--- src/rtl/cpu_pkg.sv ---
// Shared encodings for the lab CPU: controller states, decoder opcode/op fields,
// register-select and writeback-select codes, and the packed control vector.
package cpu_pkg;

    typedef enum logic [3:0] {
        S_WAIT   = 4'd0,
        S_DECODE = 4'd1,
        S_WIMM   = 4'd2,
        S_GETA   = 4'd3,
        S_GETB   = 4'd4,
        S_EXEC   = 4'd5,
        S_CMPS   = 4'd6,
        S_WRREG  = 4'd7,
        S_HALT   = 4'd8
    } state_e;

    localparam logic [2:0] OPC_MOV = 3'b110;
    localparam logic [2:0] OPC_ALU = 3'b101;

    localparam logic [1:0] MOV_REG = 2'b00;
    localparam logic [1:0] MOV_IMM = 2'b10;
    localparam logic [1:0] ALU_ADD = 2'b00;
    localparam logic [1:0] ALU_CMP = 2'b01;
    localparam logic [1:0] ALU_AND = 2'b10;
    localparam logic [1:0] ALU_MVN = 2'b11;

    localparam logic [2:0] NSEL_NONE = 3'b000;
    localparam logic [2:0] NSEL_RM   = 3'b001;
    localparam logic [2:0] NSEL_RD   = 3'b010;
    localparam logic [2:0] NSEL_RN   = 3'b100;

    localparam logic [1:0] VSEL_C     = 2'b00;
    localparam logic [1:0] VSEL_PC    = 2'b01;
    localparam logic [1:0] VSEL_IMM   = 2'b10;
    localparam logic [1:0] VSEL_MDATA = 2'b11;

    typedef struct packed {
        logic       w;
        logic [2:0] nsel;
        logic [1:0] vsel;
        logic       write;
        logic       loada;
        logic       loadb;
        logic       asel;
        logic       bsel;
        logic       loadc;
        logic       loads;
        logic       illegal;
    } ctrl_t;

    function automatic logic code_legal(input logic [4:0] code);
        case (code)
            {OPC_MOV, MOV_IMM}, {OPC_MOV, MOV_REG},
            {OPC_ALU, ALU_ADD}, {OPC_ALU, ALU_CMP},
            {OPC_ALU, ALU_AND}, {OPC_ALU, ALU_MVN}: return 1'b1;
            default:                                return 1'b0;
        endcase
    endfunction

endpackage

--- src/rtl/cpu_ctrl_fsm_if.sv ---
// Decoder/top-level handshake and datapath control bundle for the CPU controller.
interface cpu_ctrl_fsm_if;
    logic       s;
    logic [2:0] opcode;
    logic [1:0] op;
    logic       w;
    logic [2:0] nsel;
    logic [1:0] vsel;
    logic       write;
    logic       loada;
    logic       loadb;
    logic       asel;
    logic       bsel;
    logic       loadc;
    logic       loads;
    logic       illegal;

    modport master (
        output s, opcode, op,
        input  w, nsel, vsel, write, loada, loadb, asel, bsel, loadc, loads, illegal
    );

    modport slave (
        input  s, opcode, op,
        output w, nsel, vsel, write, loada, loadb, asel, bsel, loadc, loads, illegal
    );
endinterface

--- src/rtl/cpu_ctrl_fsm_outdec.sv ---
// Moore output decode: maps the current state (and latched instruction code) to the
// datapath control vector. Unknown state encodings produce the idle WAIT vector.
module cpu_ctrl_outdec
    import cpu_pkg::*;
(
    input  state_e     state_i,
    input  logic [4:0] code_i,
    output ctrl_t      ctrl_o
);

    always_comb begin
        ctrl_o = '0;
        case (state_i)
            S_WAIT:   ctrl_o.w = 1'b1;
            S_DECODE: ctrl_o.illegal = ~code_legal(code_i);
            S_WIMM: begin
                ctrl_o.nsel  = NSEL_RN;
                ctrl_o.vsel  = VSEL_IMM;
                ctrl_o.write = 1'b1;
            end
            S_GETA: begin
                ctrl_o.nsel  = NSEL_RN;
                ctrl_o.loada = 1'b1;
            end
            S_GETB: begin
                ctrl_o.nsel  = NSEL_RM;
                ctrl_o.loadb = 1'b1;
            end
            S_EXEC: begin
                // Single-operand ops pass B through the ALU with A forced to zero
                ctrl_o.loadc = 1'b1;
                ctrl_o.asel  = (code_i == {OPC_MOV, MOV_REG}) ||
                               (code_i == {OPC_ALU, ALU_MVN});
            end
            S_CMPS:   ctrl_o.loads = 1'b1;
            S_WRREG: begin
                ctrl_o.nsel  = NSEL_RD;
                ctrl_o.vsel  = VSEL_C;
                ctrl_o.write = 1'b1;
            end
            S_HALT:   ctrl_o.illegal = 1'b1;
            default:  ctrl_o.w = 1'b1;
        endcase
    end

endmodule

--- src/rtl/cpu_ctrl_fsm.sv ---
// Moore sequencer for the lab CPU: latches the decoded instruction on start and
// steps the datapath through fetch-operand / execute / writeback one state per clock.
module cpu_ctrl_fsm
    import cpu_pkg::*;
#(
    parameter int STATE_W      = 4,
    parameter bit ILLEGAL_TRAP = 1'b0
) (
    input logic              clk,
    input logic              reset_n,
    cpu_ctrl_fsm_if.slave    bus
);

    logic [STATE_W-1:0] state_q, state_d;
    logic [4:0]         code_q, code_d;
    state_e             cur;
    ctrl_t              ctrl;

    assign cur = state_e'(state_q[3:0]);

    always_comb begin
        state_d = STATE_W'(S_WAIT);
        code_d  = code_q;
        case (cur)
            S_WAIT: begin
                if (bus.s) begin
                    code_d  = {bus.opcode, bus.op};
                    state_d = STATE_W'(S_DECODE);
                end
            end
            S_DECODE: begin
                case (code_q)
                    {OPC_MOV, MOV_IMM}:                     state_d = STATE_W'(S_WIMM);
                    {OPC_MOV, MOV_REG}, {OPC_ALU, ALU_MVN}: state_d = STATE_W'(S_GETB);
                    {OPC_ALU, ALU_ADD}, {OPC_ALU, ALU_CMP},
                    {OPC_ALU, ALU_AND}:                     state_d = STATE_W'(S_GETA);
                    default: begin
                        if (ILLEGAL_TRAP) state_d = STATE_W'(S_HALT);
                    end
                endcase
            end
            S_GETA:  state_d = STATE_W'(S_GETB);
            S_GETB: begin
                if (code_q == {OPC_ALU, ALU_CMP}) state_d = STATE_W'(S_CMPS);
                else                              state_d = STATE_W'(S_EXEC);
            end
            S_EXEC:  state_d = STATE_W'(S_WRREG);
            S_HALT: begin
                if (ILLEGAL_TRAP) state_d = STATE_W'(S_HALT);
            end
            default: state_d = STATE_W'(S_WAIT);
        endcase
    end

    // The code latch needs no reset: it is only read after WAIT has loaded it
    always_ff @(posedge clk) begin
        if (!reset_n) state_q <= STATE_W'(S_WAIT);
        else          state_q <= state_d;
        code_q <= code_d;
    end

    cpu_ctrl_outdec u_outdec (
        .state_i (cur),
        .code_i  (code_q),
        .ctrl_o  (ctrl)
    );

    assign bus.w       = ctrl.w;
    assign bus.nsel    = ctrl.nsel;
    assign bus.vsel    = ctrl.vsel;
    assign bus.write   = ctrl.write;
    assign bus.loada   = ctrl.loada;
    assign bus.loadb   = ctrl.loadb;
    assign bus.asel    = ctrl.asel;
    assign bus.bsel    = ctrl.bsel;
    assign bus.loadc   = ctrl.loadc;
    assign bus.loads   = ctrl.loads;
    assign bus.illegal = ctrl.illegal;

endmodule

--- src/flat_wrapper.sv ---
// flat-port wrapper written by rule: the top's interface ports become plain ports
module cpu_ctrl_fsm_flat import cpu_pkg::*;
#(
    parameter int STATE_W      = 4,
    parameter bit ILLEGAL_TRAP = 1'b0
)
  (clk, reset_n, bus_s, bus_opcode, bus_op, bus_w, bus_nsel, bus_vsel, bus_write, bus_loada, bus_loadb, bus_asel, bus_bsel, bus_loadc, bus_loads, bus_illegal);
  cpu_ctrl_fsm_if bus_i ();
  input logic clk;
  input logic reset_n;
  input wire logic [$bits(bus_i.s)-1:0] bus_s;
  input wire logic [$bits(bus_i.opcode)-1:0] bus_opcode;
  input wire logic [$bits(bus_i.op)-1:0] bus_op;
  output wire logic [$bits(bus_i.w)-1:0] bus_w;
  output wire logic [$bits(bus_i.nsel)-1:0] bus_nsel;
  output wire logic [$bits(bus_i.vsel)-1:0] bus_vsel;
  output wire logic [$bits(bus_i.write)-1:0] bus_write;
  output wire logic [$bits(bus_i.loada)-1:0] bus_loada;
  output wire logic [$bits(bus_i.loadb)-1:0] bus_loadb;
  output wire logic [$bits(bus_i.asel)-1:0] bus_asel;
  output wire logic [$bits(bus_i.bsel)-1:0] bus_bsel;
  output wire logic [$bits(bus_i.loadc)-1:0] bus_loadc;
  output wire logic [$bits(bus_i.loads)-1:0] bus_loads;
  output wire logic [$bits(bus_i.illegal)-1:0] bus_illegal;
  assign bus_i.s = bus_s;
  assign bus_i.opcode = bus_opcode;
  assign bus_i.op = bus_op;
  assign bus_w = bus_i.w;
  assign bus_nsel = bus_i.nsel;
  assign bus_vsel = bus_i.vsel;
  assign bus_write = bus_i.write;
  assign bus_loada = bus_i.loada;
  assign bus_loadb = bus_i.loadb;
  assign bus_asel = bus_i.asel;
  assign bus_bsel = bus_i.bsel;
  assign bus_loadc = bus_i.loadc;
  assign bus_loads = bus_i.loads;
  assign bus_illegal = bus_i.illegal;
  cpu_ctrl_fsm #(.STATE_W(STATE_W), .ILLEGAL_TRAP(ILLEGAL_TRAP)) u_core (.clk(clk), .reset_n(reset_n), .bus(bus_i));
endmodule
--- config.mk ---
export PLATFORM = sky130hd
export DESIGN_NAME = cpu_ctrl_fsm_flat
export DESIGN_NICKNAME = d
export VERILOG_FILES = /design/src/rtl/cpu_pkg.sv /design/src/rtl/cpu_ctrl_fsm_if.sv /design/src/rtl/cpu_ctrl_fsm_outdec.sv /design/src/rtl/cpu_ctrl_fsm.sv /design/src/flat_wrapper.sv
export SDC_FILE = /design/constraint.sdc
export NUM_CORES = 1
export LEC_CHECK = 0
export BUFFER_PORTS_ARGS = -buffer_cell sky130_fd_sc_hd__buf_2
export CORE_MARGIN = 2
export CORE_UTILIZATION = 30
export DETAILED_ROUTE_END_ITERATION = 16
export HOLD_SLACK_MARGIN = 0.15
export PLACE_DENSITY = 0.63
export SKIP_LAST_GASP = 1
export SLEW_MARGIN = 10
export SYNTH_ARGS = -nofsm -noshare
export SYNTH_HDL_FRONTEND = slang
export SYNTH_SLANG_ARGS = --single-unit
--- constraint.sdc ---
create_clock -name clk -period 3.2 [get_ports clk]
set_input_delay 0.64 -clock clk [delete_from_list [all_inputs] [get_ports clk]]
set_output_delay 0.64 -clock clk [all_outputs]
set_load 0.02 [all_outputs]
# ---- Word-level counts from Yosys, hierarchy flattened
# Index checks and enable logic that the tools add are counted.
dict set report op_classes {
  n_eq_ne 14
  bitwise_logic 1
  mux 15
  reduce_logical 8
}
# op n
set op_table {}
lappend op_table {{== test 5 bit (second input constant)} 6}
lappend op_table {{case mux 4 bit (5 select lines)} 1}
lappend op_table {{case mux 3 bit (3 select lines)} 2}
lappend op_table {{== test 4 x 3 -> 1 bit (second input constant)} 4}
lappend op_table {{2-to-1 mux 1 bit} 9}
lappend op_table {{== test 4 x 2 -> 1 bit (second input constant)} 2}
lappend op_table {{OR reduction 8 bit} 1}
lappend op_table {{case mux 3 bit (2 select lines)} 1}
lappend op_table {{OR reduction 6 bit} 1}
lappend op_table {{== test 4 x 1 -> 1 bit (second input constant)} 1}
lappend op_table {{== test 4 bit (second input constant)} 1}
lappend op_table {{zero test 4 bit} 1}
lappend op_table {{OR reduction 2 bit} 2}
lappend op_table {{OR reduction 3 bit} 1}
lappend op_table {{2-to-1 mux 2 bit} 1}
lappend op_table {{case mux 1 bit (2 select lines)} 1}
lappend op_table {{AND reduction 2 bit} 1}
lappend op_table {{logical OR 1 bit} 1}
lappend op_table {{NOT 1 bit} 1}
dict set report totals {
  out_inout_bits 14
  reg_bits 9
  in_bits 8
  word_cells 40
}

# ---- Logic depth before layout (Yosys ltp)
dict set report depth {
  ltp_word 6
  depth_mapped 4
  ltp_nobuf 3
}

# ---- Cells and area by module
# A second synthesis with hierarchy kept.
dict set report unflattened {
  hier_cells 60
  hier_area_um2 558.0
}
# mod seq_area_each_um2 area_per_inst_um2 n_inst cells_each
set by_module_without_submodules {}
lappend by_module_without_submodules {cpu_ctrl_fsm 210.2 362.8 1 31}
lappend by_module_without_submodules {cpu_ctrl_outdec 0.0 195.2 1 29}

# ---- Least setup slack after synthesis
# OpenSTA, ideal clock, no wires.
dict set report synth_path {
  path_type {reg-to-output}
  startpoint {reg u_core.state_q[2], in the netlist u_core.cur[2]}
  endpoint {out bus_vsel[1]}
  t_required_ps 2560
  path_stages_with_launch 4
  t_arrival_ps 1261
  n_path_buf 1
  slack_ps 1299
  cell_sequence {dfxtp_1 > buf_2 > nor2b_1 > nor2b_1}
}
dict set report synth_via {
  elab_chain_cells 2
  word_cells_on_any_way 3
  classes_between {2 x eq/ne; 1 x mux}
}
# element line_no
set synth_lines {}
lappend synth_lines {{start, declared} cpu_ctrl_fsm.sv:14} ;# logic [STATE_W-1:0] state_q, state_d;
lappend synth_lines {{start signal, assigned} cpu_ctrl_fsm.sv:57} ;# if (!reset_n) state_q <= STATE_W'(S_WAIT);
lappend synth_lines {{start signal, assigned} cpu_ctrl_fsm.sv:58} ;# else state_q <= state_d;
lappend synth_lines {{== test 4 x 3 -> 1 bit or == test 4 x 2 -> 1 bit (tied branches)} cpu_ctrl_fsm_outdec.sv:13} ;# case (state_i)
lappend synth_lines {{case mux 3 bit (2 select lines) (*)} cpu_ctrl_fsm_outdec.sv:13}
lappend synth_lines {{end, declared} flat_wrapper.sv:16} ;# output wire logic [$bits(bus_i.vsel)-1:0] bus_vsel;
# Mark *: on every way between the ends. The rest lies on a longest branch, timed or not.

# ---- Worst setup path in the final report
dict set report layout_path {
  startpoint {reg u_core.code_q[1]}
  endpoint {out bus_illegal}
}
dict set report layout_via {
  elab_chain_cells 6
  word_cells_on_any_way 11
  classes_between {6 x eq/ne; 3 x mux; 1 x bitwise; 1 x reduce/logical}
}
# element line_no
set layout_lines {}
lappend layout_lines {{start, declared} cpu_ctrl_fsm.sv:15} ;# logic [4:0] code_q, code_d;
lappend layout_lines {{start signal, assigned} cpu_ctrl_fsm.sv:59} ;# code_q <= code_d;
lappend layout_lines {{== test 5 bit} cpu_pkg.sv:52} ;# case (code)
lappend layout_lines {{OR reduction 6 bit (*)} cpu_pkg.sv:52}
lappend layout_lines {{2-to-1 mux 1 bit (*)} cpu_pkg.sv:52}
lappend layout_lines {{2-to-1 mux 1 bit (*)} cpu_ctrl_fsm_outdec.sv:13}
lappend layout_lines {{NOT 1 bit (*)} cpu_ctrl_fsm_outdec.sv:15} ;# S_DECODE: ctrl_o.illegal = ~code_legal(code_i);
lappend layout_lines {{case mux 1 bit (2 select lines) (*)} cpu_ctrl_fsm_outdec.sv:13}
lappend layout_lines {{end, declared} flat_wrapper.sv:24} ;# output wire logic [$bits(bus_i.illegal)-1:0] bus_illegal;
# Mark *: on every way between the ends. The rest lies on a longest branch, timed or not. The select of a mux whose other input is x is not followed.

==> out/results.ini <==
[cts]
post_cts_buffers=0
clockBufferDepth=2
clk_pin_slew_ns=0.06
htreeDepth=1
post_cts_resized=0
cts_root_buf=clkbuf_4
hold_buffers=0
clkSinkCount=8
clk-insertion-delay-late_ns=0.25
cts_tree=built
cts-buffers-inserted=3

[synthesis]
ys_async_sr_fraction_pct=0
netlist_area_um2=513
ys_warn_count=0
synth.area.top_cells=edfxtp_1 29%, dfxtp_1 12%, nor2b_1 6.1%
syn_area_per_cell_um2=9.68
yosysTopAreaCellShare_pct=29.3
yosys.area.top_type=edfxtp_1
synth-seq-cells=8
synth_edf_count=5
synth.distinct_cells=28
yosysSeqAreaShare_pct=41.0
synth_flop_cell=edfxtp_1
netlist_instances=53
yosys-top-cells-count=5 x edfxtp_1, 5 x nor2b_1, 4 x nand2_1, 4 x nor2_1

[pwr]
power.density_nw_per_um2=382
ir_drop_mv=0.161
power_mw=0.235
p_leak_nw=0.311

[detailed_routing]
routed_via_density=5.07
routed_wl_um=912
vias=441
ant_nets=0
wl_per_cell_um=10.5
drt_pass1_iterations=4
drt_iter0_markers=6
drc=0

[floorplanning]
die_y_um=45.4
ioPinCount=22
start_util_pct=32.9
row_count=14
die_w_um=45.4
core_area_um2=1560
dieArea_um2=2060

[sta]
whs_ns=0.560
layout_setup_ws_ns=1.03
hold_viol=0
fin_setup_tns_ns=0
finalMaxSlewViolations=0
min_period_over_period_pct=67.8
slew-limit-headroom_pct=53.9
fin_skew_ns=0.00500
period_needed_ns=2.17
setup_viol=0
max_freq_mhz=461
tightest_slew_ns=0.689
rsz0062_at_grt=no

[final_layout]
layout-drive-gt1-share_pct=35.2
stdcell_area_um2=614
diodes=0
instances_no_fill=87
nNetsFinal=80
final_util_pct=39.4
syn_to_final_growth_pct=19.8

[setup_path]
end_kind=primary output
critPathBufInv=1
worstPathArrival_ns=1.53
slowest_delay_ns=0.43
critical_path_class=flip-flop to primary output
path_cells=nor4b_1, o21ai_0, and3_1, buf_2
critPathTopFamily=simple AND/OR/NAND/NOR gates
cp.required_ns=2.56
cp_max_fo=5
worst_path_max_delay_cell=edfxtp_1
worstSetupStartpointType=flip-flop

[global_routing]
grt_pass1_wl_mm=1.57
grt_overflow=0
grt_usage_pct=11.2
grt_max_degree=15
grt_pass1_vias=382
antenna_found_initial=0

[run]
maxCapViolCount=0

[placed_design]
io_buffers=19
place_hpwl_um=745
gp_congestion=0.695
dp_slack_ns=1.29
placed_area_um2=588
placed_cells=83

[status]
run_status=finished clean

[min_path]
hp-class=input port to flip-flop

## where the power goes
part           leakage [nW]  internal [mW]  switching (mW)
clock network        0.0150         0.0476          0.0334
logic                 0.224         0.0132          0.0157
registers            0.0725          0.116         0.00818
## kinds of logic (layout without fill, tap and decap cells)
group	after synthesis	count (layout)	synth area share (%)
flops	8	8	41.0
buf+inv	7	24	9.27
simple gates	28	28	36.8
compound gates	9	9	12.2
other cells	1	2	0.731
## area by class of cell
cell class | count | area [µm²]
fill | 171 | 945
multi-input combinational | 39 | 259
sequential | 8 | 210
timing repair buffer | 19 | 95.1
clock buffer | 4 | 26.3
tap | 16 | 20.0
inverter | 1 | 3.75
## cells in the final DEF (no fill, tap or decap)
cell      instances
o22ai_1           1
nand2_1           4
o41a_1            1
nor4b_2           1
inv_2             1
nand2b_1          3
nand3b_4          1
nor2b_1           5
and4b_1           1
edfxtp_1          5
conb_1            2
o21ai_0           1
o211ai_1          2
and2_1            1
and3_1            3
nor4b_1           1
and3b_1           1
a31oi_1           2
buf_2            19
nor3b_1           1
and4_1            1
a21boi_0          1
clkbuf_1          1
clkbuf_4          3
a21oi_1           1
nor2_1            4
nor3_1            1
dfxtp_1           3
## flip-flops by register name (all words and copies together) (netlist names)
name and count:
u_core.code_q 5, u_core.cur 3
## worst paths after layout
check / cells after the start / slack (ns) / end / startpoint
worst max register to register: 1 / 1.69 / u_core.code_q[4] / u_core.cur[2]
worst min register to register: 2 / 0.65 / u_core.cur[2] / u_core.cur[1]
worst min-delay path: 1 / 0.56 / u_core.code_q[2] / bus_opcode[0]
worst max-delay path: 4 / 1.03 / bus_illegal / u_core.code_q[1]
## per-layer routing
layer / up-vias / GRT usage [%] / routed length [µm]
li1: 230 / - / -
met4: 0 / 8.82 / 18
met2: 13 / 16.9 / 444
met5: - / 0 / 0
met3: 2 / 3.60 / 44
met1: 196 / 13.1 / 406
Power figures use the tool's default switching activity.
